==> src/rtl/sys_ctrl_tx.sv <==
// Response serializer: captures register-read and ALU results and streams them
// bytewise to a UART transmitter. Define SYS_CTRL_TX_FRAME_EN to prefix each response with a header byte.
module sys_ctrl_tx (
   input  logic        CLK,
   input  logic        RST,
   input  logic [7:0]  RdData,
   input  logic        RdData_Valid,
   input  logic [15:0] ALU_OUT,
   input  logic        OUT_Valid,
   input  logic        Busy,
   output logic [7:0]  TX_P_DATA,
   output logic        TX_D_VALID
);

`ifdef SYS_CTRL_TX_FRAME_EN
   localparam int NB = 3;
`else
   localparam int NB = 2;
`endif

   typedef enum logic [2:0] {IDLE, LOAD, STROBE, WAIT_HI, WAIT_LO} state_t;

   state_t             state, nxt;
   logic               rd_pend, alu_pend;
   logic [7:0]         rd_hold;
   logic [15:0]        alu_hold;
   logic [NB-1:0][7:0] bytes;
   logic [1:0]         nbytes, idx;
   logic [3:0]         guard;
   logic               go_load, sel_rd, sel_alu, dispatch;
   logic [7:0]         cur_byte;

   // ---------------- state register ----------------
   always_ff @(posedge CLK) begin
      if (!RST) state <= IDLE;
      else      state <= nxt;
   end

   // ---------------- next-state logic ----------------
   always_comb begin
      nxt = state;
      case (state)
         IDLE:    if (rd_pend || alu_pend) nxt = LOAD;
         LOAD:    nxt = STROBE;
         STROBE:  if (!Busy) nxt = WAIT_HI;
         // guard == 15 marks the 16th idle cycle without a Busy handshake
         WAIT_HI: if (Busy || guard == 4'd15) nxt = WAIT_LO;
         WAIT_LO: if (!Busy) nxt = (idx < nbytes) ? STROBE : IDLE;
         default: nxt = IDLE;
      endcase
   end

   // ---------------- output / control decode ----------------
   always_comb begin
      go_load  = (state == IDLE) && (rd_pend || alu_pend);
      sel_rd   = go_load && rd_pend;
      sel_alu  = go_load && !rd_pend;
      dispatch = (state == STROBE) && !Busy;
`ifdef SYS_CTRL_TX_FRAME_EN
      cur_byte = bytes[idx];
`else
      cur_byte = bytes[idx[0]];
`endif
   end

   // Capture wins over the clear on LOAD entry, so a same-cycle strobe is kept.
   always_ff @(posedge CLK) begin
      if (!RST) begin
         rd_pend  <= 1'b0;
         rd_hold  <= 8'h00;
         alu_pend <= 1'b0;
         alu_hold <= 16'h0000;
      end else begin
         if (RdData_Valid && (!rd_pend || sel_rd)) begin
            rd_pend <= 1'b1;
            rd_hold <= RdData;
         end else if (sel_rd) begin
            rd_pend <= 1'b0;
         end
         if (OUT_Valid && (!alu_pend || sel_alu)) begin
            alu_pend <= 1'b1;
            alu_hold <= ALU_OUT;
         end else if (sel_alu) begin
            alu_pend <= 1'b0;
         end
      end
   end

   // Byte queue is snapshotted from the holding register on LOAD entry.
   always_ff @(posedge CLK) begin
      if (!RST) begin
         bytes  <= '0;
         nbytes <= 2'd0;
         idx    <= 2'd0;
      end else if (go_load) begin
         idx <= 2'd0;
`ifdef SYS_CTRL_TX_FRAME_EN
         if (rd_pend) begin
            bytes  <= {8'h00, rd_hold, 8'hBB};
            nbytes <= 2'd2;
         end else begin
            bytes  <= {alu_hold[15:8], alu_hold[7:0], 8'hCC};
            nbytes <= 2'd3;
         end
`else
         if (rd_pend) begin
            bytes  <= {8'h00, rd_hold};
            nbytes <= 2'd1;
         end else begin
            bytes  <= {alu_hold[15:8], alu_hold[7:0]};
            nbytes <= 2'd2;
         end
`endif
      end else if (dispatch) begin
         idx <= idx + 2'd1;
      end
   end

   always_ff @(posedge CLK) begin
      if (!RST)                          guard <= 4'd0;
      else if (state == WAIT_HI && !Busy) guard <= guard + 4'd1;
      else                               guard <= 4'd0;
   end

   always_ff @(posedge CLK) begin
      if (!RST) begin
         TX_P_DATA  <= 8'h00;
         TX_D_VALID <= 1'b0;
      end else begin
         TX_D_VALID <= dispatch;
         if (dispatch) TX_P_DATA <= cur_byte;
      end
   end

endmodule

==> config.mk <==
export PLATFORM = sky130hd
export DESIGN_NAME = sys_ctrl_tx
export DESIGN_NICKNAME = d
export VERILOG_FILES = /design/src/rtl/sys_ctrl_tx.sv
export SDC_FILE = /design/constraint.sdc
export NUM_CORES = 1
export LEC_CHECK = 0
export BUFFER_PORTS_ARGS = -buffer_cell sky130_fd_sc_hd__buf_2
export CORE_UTILIZATION = 50
export CTS_CLUSTER_SIZE = 24
export DETAILED_ROUTE_END_ITERATION = 10
export PLACE_DENSITY_LB_ADDON = 0.2
export SYNTH_ARGS = -nofsm -noshare
export SYNTH_HDL_FRONTEND = slang
export SYNTH_SLANG_ARGS = --single-unit
==> constraint.sdc <==
create_clock -name CLK -period 2 [get_ports CLK]
set_input_delay 0.3 -clock CLK [delete_from_list [all_inputs] [get_ports CLK]]
set_output_delay 0.3 -clock CLK [all_outputs]
set_load 0.05 [all_outputs]
==> metrics.yaml, run 1 <==
hold_path_class: "input port to register"
ys_seq_area_share_pct: 48.6
grt_setup_unrepaired: "false"
outcome: "finished clean"
cellPowerDensity_nw_per_um2: 979
yosys-top-cells-area: "dfxtp_1 49%, mux2i_1 13%, nand2_1 8.8%"
synth_area_um2: 2550
grt_pass1_vias: 1760
synth-async-reset-ratio_pct: 0
post_cts_buffers: 0
die-area_um2: 5400
yosysTopAreaCell: "dfxtp_1"
final_nets: 322
hpwl_um: 3230
syn_avg_cell_area_um2: 9.94
holdWs_ns: 0.205
synth_enable_flop_cells: 0
vdd_drop_max_mv: 0.597
period_needed_ns: 1.80
port_buffers: 37
synth_commonest_cells: "62 x dfxtp_1, 60 x nand2_1, 32 x mux2i_1"
track_usage_pct: 20.3
syn_nets: 288
leakage_nw: 1.36
dp_slack_ns: 0.209
ios: 38
wire_per_inst_um: 13.1
rows: 25
start_kind: "register"
finalWorstSetupSlack_ns: 0.196
yosys.cell_types.count: 42
fin_skew_ns: 0.00367
yosys_most_used_dff: "dfxtp_1"
cts.path.max_buffers: 2
slew_headroom_pct: 61.6
core_um2: 4820
tns_ns: 0
reg2reg_depth: 3
clk_pin_slew_ns: 0.06
clock_latency_ns: 0.33
yosys.area.top_type_share_pct: 48.6
ys_ff_latch: 62
criticalPathCategory: "register to register"
via_count: 1868
cts_tree: "done"
antenna_found_initial: 0
whs_path_depth: 3
final_layout_size_suffix_gt1_share_pct: 21.6
chipWidth_um: 73.5
worstMarginPinSlew_ns: 0.577
grt_max_degree: 63
fin_crit_sh_pct: 90.2
grt_pass1_wl_um: 8120
gr-total-overflow: 0
end_kind: "register"
path_max_fanout: 17
drtIter0Drc: 83
fmax_mhz: 554
first_pass_iters: 4
cts_sinks: 62
cts_made_buffers: 9
cts-hold-fix-buffers: 0
root_buffer: "clkbuf_8"
initial_utilization_pct: 53.0
antenna_left: 0
place_congestion: 0.793
hold_viol: 0
setup_viol: 0
drc: 0
cts_htree_levels: 3
routed_wl_um: 4750
cts_resized: 0
finalPower_mw: 2.90
max_cap_viol_count: 0
die_h_um: 73.5
crit_required_ns: 2.22
yosysMostFrequentCell: "dfxtp_1"
areaGrowthSynthToFinish_pct: 16.0
via_per_inst: 5.15
syn_inst: 257
antenna_cells_inserted: 0
ys_warn_count: 0
arrival_ns: 2.03
slew_violations: 0
[worst max-delay path, stage by stage, from the launching register on]
cell and delay (ns):
dfxtp_1 0.41, or3_4 0.46, o21a_1 0.40, a221o_1 0.42
[worst paths after layout]
| check | start | to | slack [ns] |
|---|---|---|---|
| setup / recovery | state[0] | bytes[1] | 0.20 |
| hold reg to reg | guard[0] | guard[0] | 0.45 |
| hold / removal | ALU_OUT[7] | alu_hold[7] | 0.20 |
| setup reg to reg | state[0] | bytes[1] | 0.20 |
[registers in the layout (all words and copies together) (netlist names)]
name	cells
state	3
idx	2
TX_D_VALID	1
rd_pend	1
nbytes	2
bytes	16
TX_P_DATA	8
rd_hold	8
alu_hold	16
alu_pend	1
guard	4
[stage by stage]
| stage | cell area, um2 | utilization [%] | instances |
|---|---|---|---|
| floorplan | 2550 | - | 257 |
| global placement | 2760 | 57.4 | 347 |
| detailed placement | 2760 | 57.4 | 347 |
| CTS | 2960 | 61.5 | 363 |
| global route | 2960 | 61.5 | 363 |
| finish | 2960 | 61.5 | 363 |
[cell usage in the layout (no fill, tap or decap), types with 3 or more instances in the layout]
master	netlist	layout
a21boi_0	4	4
a21oi_1	3	3
a221o_1	8	8
a22o_1	8	8
and3_1	8	8
buf_2	5	37
buf_4	2	4
clkbuf_8	0	11
clkinv_2	0	3
dfxtp_1	62	62
inv_1	5	5
mux2i_1	32	32
nand2_1	60	60
nor2_1	7	7
o211a_1	8	8
o21ai_0	3	3
[metal layers]
layer | track usage [%] | vias up | share of wire [%]
li1 | - | 971 | -
met1 | 25.8 | 849 | 48
met2 | 30.2 | 44 | 46
met3 | 9.60 | 4 | 5.1
met4 | 7.05 | 0 | 0.84
met5 | 0 | - | 0
[cell type report]
type | instances | area [um2]
timing repair buffer | 42 | 235
tap | 67 | 83.8
clock buffer | 12 | 155
clock inverter | 4 | 45.0
sequential | 62 | 1240
fill | 459 | 1850
multi-input combinational | 171 | 1180
inverter | 5 | 18.8
[cells by family after synthesis]
logic type | count (synthesis) | synth area share [%]
and+or+nand+nor | 92 | 17.9
DFF | 62 | 48.6
AOI/OAI and AO/OA | 42 | 13.9
muxes | 32 | 12.5
buffers and inverters | 24 | 5.09
xor gates and xnor gates | 3 | 1.03
adders and majority gates | 2 | 0.979
[report_power, final]
part	switching, mW	internal [mW]	leakage, nW
registers	0.0794	1.32	0.506
clock network	0.457	0.637	0.106
logic	0.229	0.174	0.748
Note: power is estimated with default switching activity, not from simulation.
==> inputs of run 2 (changes only) <==
--- a/config.mk
+++ b/config.mk
@@ -10,6 +10,7 @@
 export CTS_CLUSTER_SIZE = 24
 export DETAILED_ROUTE_END_ITERATION = 10
 export PLACE_DENSITY_LB_ADDON = 0.2
+export REMOVE_ABC_BUFFERS = 1
 export SYNTH_ARGS = -nofsm -noshare
 export SYNTH_HDL_FRONTEND = slang
 export SYNTH_SLANG_ARGS = --single-unit
==> run 2 against run 1 <==
  * Clock skew is 0.0017 ns higher
  * Sequential share of layout area shrank 0.35 points
  * Setup slack improved by 0.015 ns
  * Critical path type unchanged
  * Clock power increased by 5%
  * Non-clock buffer count is 3 higher
  * Combinational power rose by 5.0%
  * Power grew 1.9%
==> metrics.yaml, run 2 (synthesized netlist as in run 1, its figures left out) <==
rows: 25
met2_length_um: 2300
post_cts_buffers: 0
hold_path_class: "input port to register"
worstMarginPinSlew_ns: 0.574
grt_setup_unrepaired: "false"
crit_required_ns: 2.23
track_usage_pct: 19.9
critPathMaxStageDelay_ns: 0.45
critPathBufInv: 0
clock_latency_ns: 0.34
path_cells: "or3_4 > o21a_1 > a221o_1"
reg_top3: "alu_hold x16, bytes x16"
routed_wl_um: 4780
highest_layer: "met4"
reg2reg_depth: 3
met3WireLength_um: 239
root_buffer: "clkbuf_8"
met1_length_um: 2190
stdcell_count: 365
dp.cells: 350
grt_max_degree: 41
crit_path_start: "state[0]"
drc: 0
period_needed_ns: 1.79
path_max_fanout: 17
critPathTopFamily: "compound AO/OA/AOI/OAI gates"
hold_end: "alu_hold[2]"
cts_resized: 0
ios: 38
via_per_inst: 5.24
place_congestion: 0.776
cts_tree: "done"
antenna_cells_inserted: 0
leakage_nw: 1.38
rr_startpoint: "state[0]"
cts_htree_levels: 3
max_cap_viol_count: 0
cp_num_cells: 3
final_layout_size_suffix_gt1_share_pct: 22.1
antenna_found_initial: 0
final_common_cell: "dfxtp_1"
slew_violations: 0
die-area_um2: 5400
hold_viol: 0
fin_crit_sh_pct: 89.5
wire_per_inst_um: 13.1
whs_path_depth: 3
outcome: "finished clean"
grt_pass1_wl_um: 7880
initial_utilization_pct: 53.0
arrival_ns: 2.02
rr_endpoint: "bytes[0]"
core_um2: 4820
clk_pin_slew_ns: 0.07
final_nets: 325
final_util_pct: 62.0
drtIter0Drc: 72
chipWidth_um: 73.5
first_pass_iters: 5
areaGrowthSynthToFinish_pct: 16.9
vdd_drop_max_mv: 0.644
tns_ns: 0
slowest_stage: "or3_4"
cts-hold-fix-buffers: 0
fin_skew_ns: 0.00538
cts_sinks: 62
cts.path.max_buffers: 2
criticalPathCategory: "register to register"
via_count: 1913
hpwl_um: 3330
gr-total-overflow: 0
fmax_mhz: 559
min-delay-start: "ALU_OUT[2]"
cts_made_buffers: 9
final_cell_mix: "62 x dfxtp_1, 60 x nand2_1, 37 x buf_2"
grt_pass1_vias: 1794
cellPowerDensity_nw_per_um2: 989
end_kind: "register"
slew_headroom_pct: 61.7
antenna_left: 0
rrSetupSlack_ns: 0.21
die_h_um: 73.5
start_kind: "register"
setup_viol: 0
port_buffers: 37
[run 2: cell count changes in the layout (fill, tap and decap cells not counted), sizes merged]
cell | before | now
buf | 42 | 45
clkbuf | 12 | 10
bufinv | 1 | 2
[run 2: per-stage QoR]
stage	setup WS, ns	hold slack (ns)	cell area [um2]	power [mW]
after detailed placement	0.190	0.437	2790	1.85
final	0.210	0.202	2990	2.96
after floorplan	-0.0525	0.418	2440	1.69
after global routing	0.101	0.194	2990	3.09
after global placement	0.230	0.436	2790	1.84
after CTS	0.183	0.190	2990	2.98
[run 2: final cells by class]
| type | count | area (um2) |
|---|---|---|
| inverters | 5 | 18.8 |
| flip-flops and latches | 62 | 1240 |
| clock buffers | 10 | 128 |
| repair buffers | 45 | 258 |
| clock inverters | 5 | 75.1 |
| well taps | 67 | 83.8 |
| fillers | 444 | 1830 |
| multi-input cells | 171 | 1180 |
[run 2: how the worst max path moves through the flow]
| stage | endpoint | slack [ns] |
|---|---|---|
| global route | bytes[5] | 0.10 |
| finish | bytes[0] | 0.21 |
| CTS | bytes[0] | 0.18 |
| floorplan | rd_hold[0] | -0.05 |
| detailed placement | bytes[0] | 0.19 |
| global placement | bytes[7] | 0.23 |
[run 2: worst register-to-register path, delay by kind of cell (launching register included)]
family             cells  cell delay, ns
and+or+nand+nor        1            0.45
DFF                    1            0.40
AOI/OAI and AO/OA      2            0.83
[run 2: layer usage]
metal / up-vias / track usage [%]
met2: 38 / 33.2
met4: 0 / 7.05
met3: 5 / 8.78
met1: 893 / 22.6
li1: 977 / -
met5: - / 0
[run 2: power breakdown]
group	switching, mW	total (mW)	internal [mW]
clock	0.450	1.14	0.688
sequential	0.0708	1.39	1.32
combinational	0.242	0.423	0.181
total	0.763	2.96	2.19
==> inputs of run 3 (changes only) <==
==> constraint.sdc (replaced) <==
create_clock -name CLK -period 2.1 [get_ports CLK]
set_input_delay 0.21 -clock CLK [delete_from_list [all_inputs] [get_ports CLK]]
set_output_delay 0.21 -clock CLK [all_outputs]
set_load 0.05 [all_outputs]
==> run 3 against run 2 <==
  * Critical path depth is the same
  * Power grew 1.8%
  * Via count is essentially flat
  * Wire length increased by 0.50%
  * Register-to-register slack better by 0.08 ns
  * Fmax down 0.98%
  * Non-clock buffer count is the same
  * Critical path type unchanged
  * Critical endpoint is now bytes[3]
  * Largest power group unchanged
==> metrics.yaml, run 3 (synthesized netlist as in run 1, its figures left out) <==
via_count: 1914
hold_viol: 0
die-area_um2: 5400
grt_max_degree: 48
root_buffer: "clkbuf_8"
post_cts_buffers: 0
slew_headroom_pct: 60.4
cts_sinks: 62
first_pass_iters: 4
final_cell_mix: "62 x dfxtp_1, 60 x nand2_1, 37 x buf_2"
criticalPathCategory: "register to register"
fin_skew_ns: 0.00463
ios: 38
hold_path_class: "input port to register"
cts_resized: 0
slew_violations: 0
routed_wl_um: 4800
final_layout_size_suffix_gt1_share_pct: 22.7
path_max_fanout: 17
vdd_drop_max_mv: 0.586
setup_viol: 0
port_buffers: 37
place_congestion: 0.816
wire_per_inst_um: 13.1
dp_slack_ns: 0.296
leakage_nw: 1.38
grt_pass1_wl_um: 8190
busiest_layer: "met2"
fmax_mhz: 553
grt_setup_unrepaired: "false"
antenna_left: 0
cts.path.max_buffers: 2
outcome: "finished clean"
final_nets: 325
use_met2_pct: 31.2
grt_pass1_vias: 1737
dp.cells: 350
gr-total-overflow: 0
cellPowerDensity_nw_per_um2: 993
max_cap_viol_count: 0
multi_input_area_um2: 1180
chipWidth_um: 73.5
period_needed_ns: 1.81
die_h_um: 73.5
reg_top3: "alu_hold x16, bytes x16"
antenna_found_initial: 0
met1_usage_pct: 27.0
cts_made_buffers: 9
cts_htree_levels: 3
drtIter0Drc: 70
cts-hold-fix-buffers: 0
drc: 0
clock_latency_ns: 0.34
finalWorstSetupSlack_ns: 0.293
fillers: 455
stdcell_count: 366
core_um2: 4820
rows: 25
seq_area_um2: 1240
path_cells: "or3_4 > o21a_1 > a221o_1"
grt_use_met3_pct: 8.23
initial_utilization_pct: 53.0
critPathMaxStageDelay_ns: 0.45
start_kind: "register"
crit_required_ns: 2.33
fin_crit_sh_pct: 86.1
arrival_ns: 2.04
final_common_cell: "dfxtp_1"
clk_pin_slew_ns: 0.07
tns_ns: 0
end_kind: "register"
slowest_stage: "or3_4"
track_usage_pct: 20.9
antenna_cells_inserted: 0
worstMarginPinSlew_ns: 0.594
cts_tree: "done"
via_per_inst: 5.23
hpwl_um: 3150
areaGrowthSynthToFinish_pct: 18.6
run 3: changes by cell type in the layout (fill, tap and decap cells not counted), sizes merged:
cell	previous run	this run
clkinvlp	0	3
clkbuf	10	9
bufinv	2	3
clkinv	3	0
inv	5	6
run 3: per-layer routing:
layer | vias up | part of all wire [%]
li1 | 977 | -
met3 | 8 | 4.2
met4 | 0 | 1.8
met1 | 893 | 50
met2 | 36 | 44
met5 | - | 0
run 3: cell type report:
class                           instances  share of cell area (%)
Clock buffer                            9                    4.09
Clock inverter                          7                    4.00
Inverter                                5                   0.619
Multi-Input combinational cell        171                    39.1
Sequential cell                        62                    41.0
Tap cell                               67                    2.77
Timing Repair Buffer                   45                    8.51
run 3: path summary, 6_finish.rpt:
check                       to  slack (ns)  cells past startpoint   startpoint
setup / recovery      bytes[3]        0.29                      3     state[0]
hold reg to reg       guard[0]        0.46                      1     guard[0]
hold / removal    alu_hold[15]        0.11                      3  ALU_OUT[15]
setup reg to reg      bytes[3]        0.29                      3     state[0]
run 3: critical path: cells and delay by family (launching register included):
| family | cells | cell delay, ns |
|---|---|---|
| AOI/OAI and AO/OA | 2 | 0.83 |
| and+or+nand+nor | 1 | 0.45 |
| DFF | 1 | 0.41 |
run 3: power breakdown:
| group | internal, mW | switching (mW) | total (mW) |
|---|---|---|---|
| sequential | 1.26 | 0.0677 | 1.33 |
| combinational | 0.173 | 0.230 | 0.404 |
| clock | 0.791 | 0.487 | 1.28 |
| total | 2.22 | 0.785 | 3.01 |
run 3: metrics by stage:
| step | util [%] | area, um2 | power [mW] | hold slack (ns) |
|---|---|---|---|---|
| 2_1_floorplan | - | 2440 | 1.61 | 0.332 |
| 3_3_place_gp | 57.8 | 2790 | 1.75 | 0.437 |
| 3_5_place_dp | 57.8 | 2790 | 1.76 | 0.443 |
| 4_1_cts | 62.9 | 3030 | 3.04 | 0.0916 |
| 5_1_grt | 62.9 | 3030 | 3.14 | 0.0922 |
| 6_report | 62.9 | 3030 | 3.01 | 0.108 |
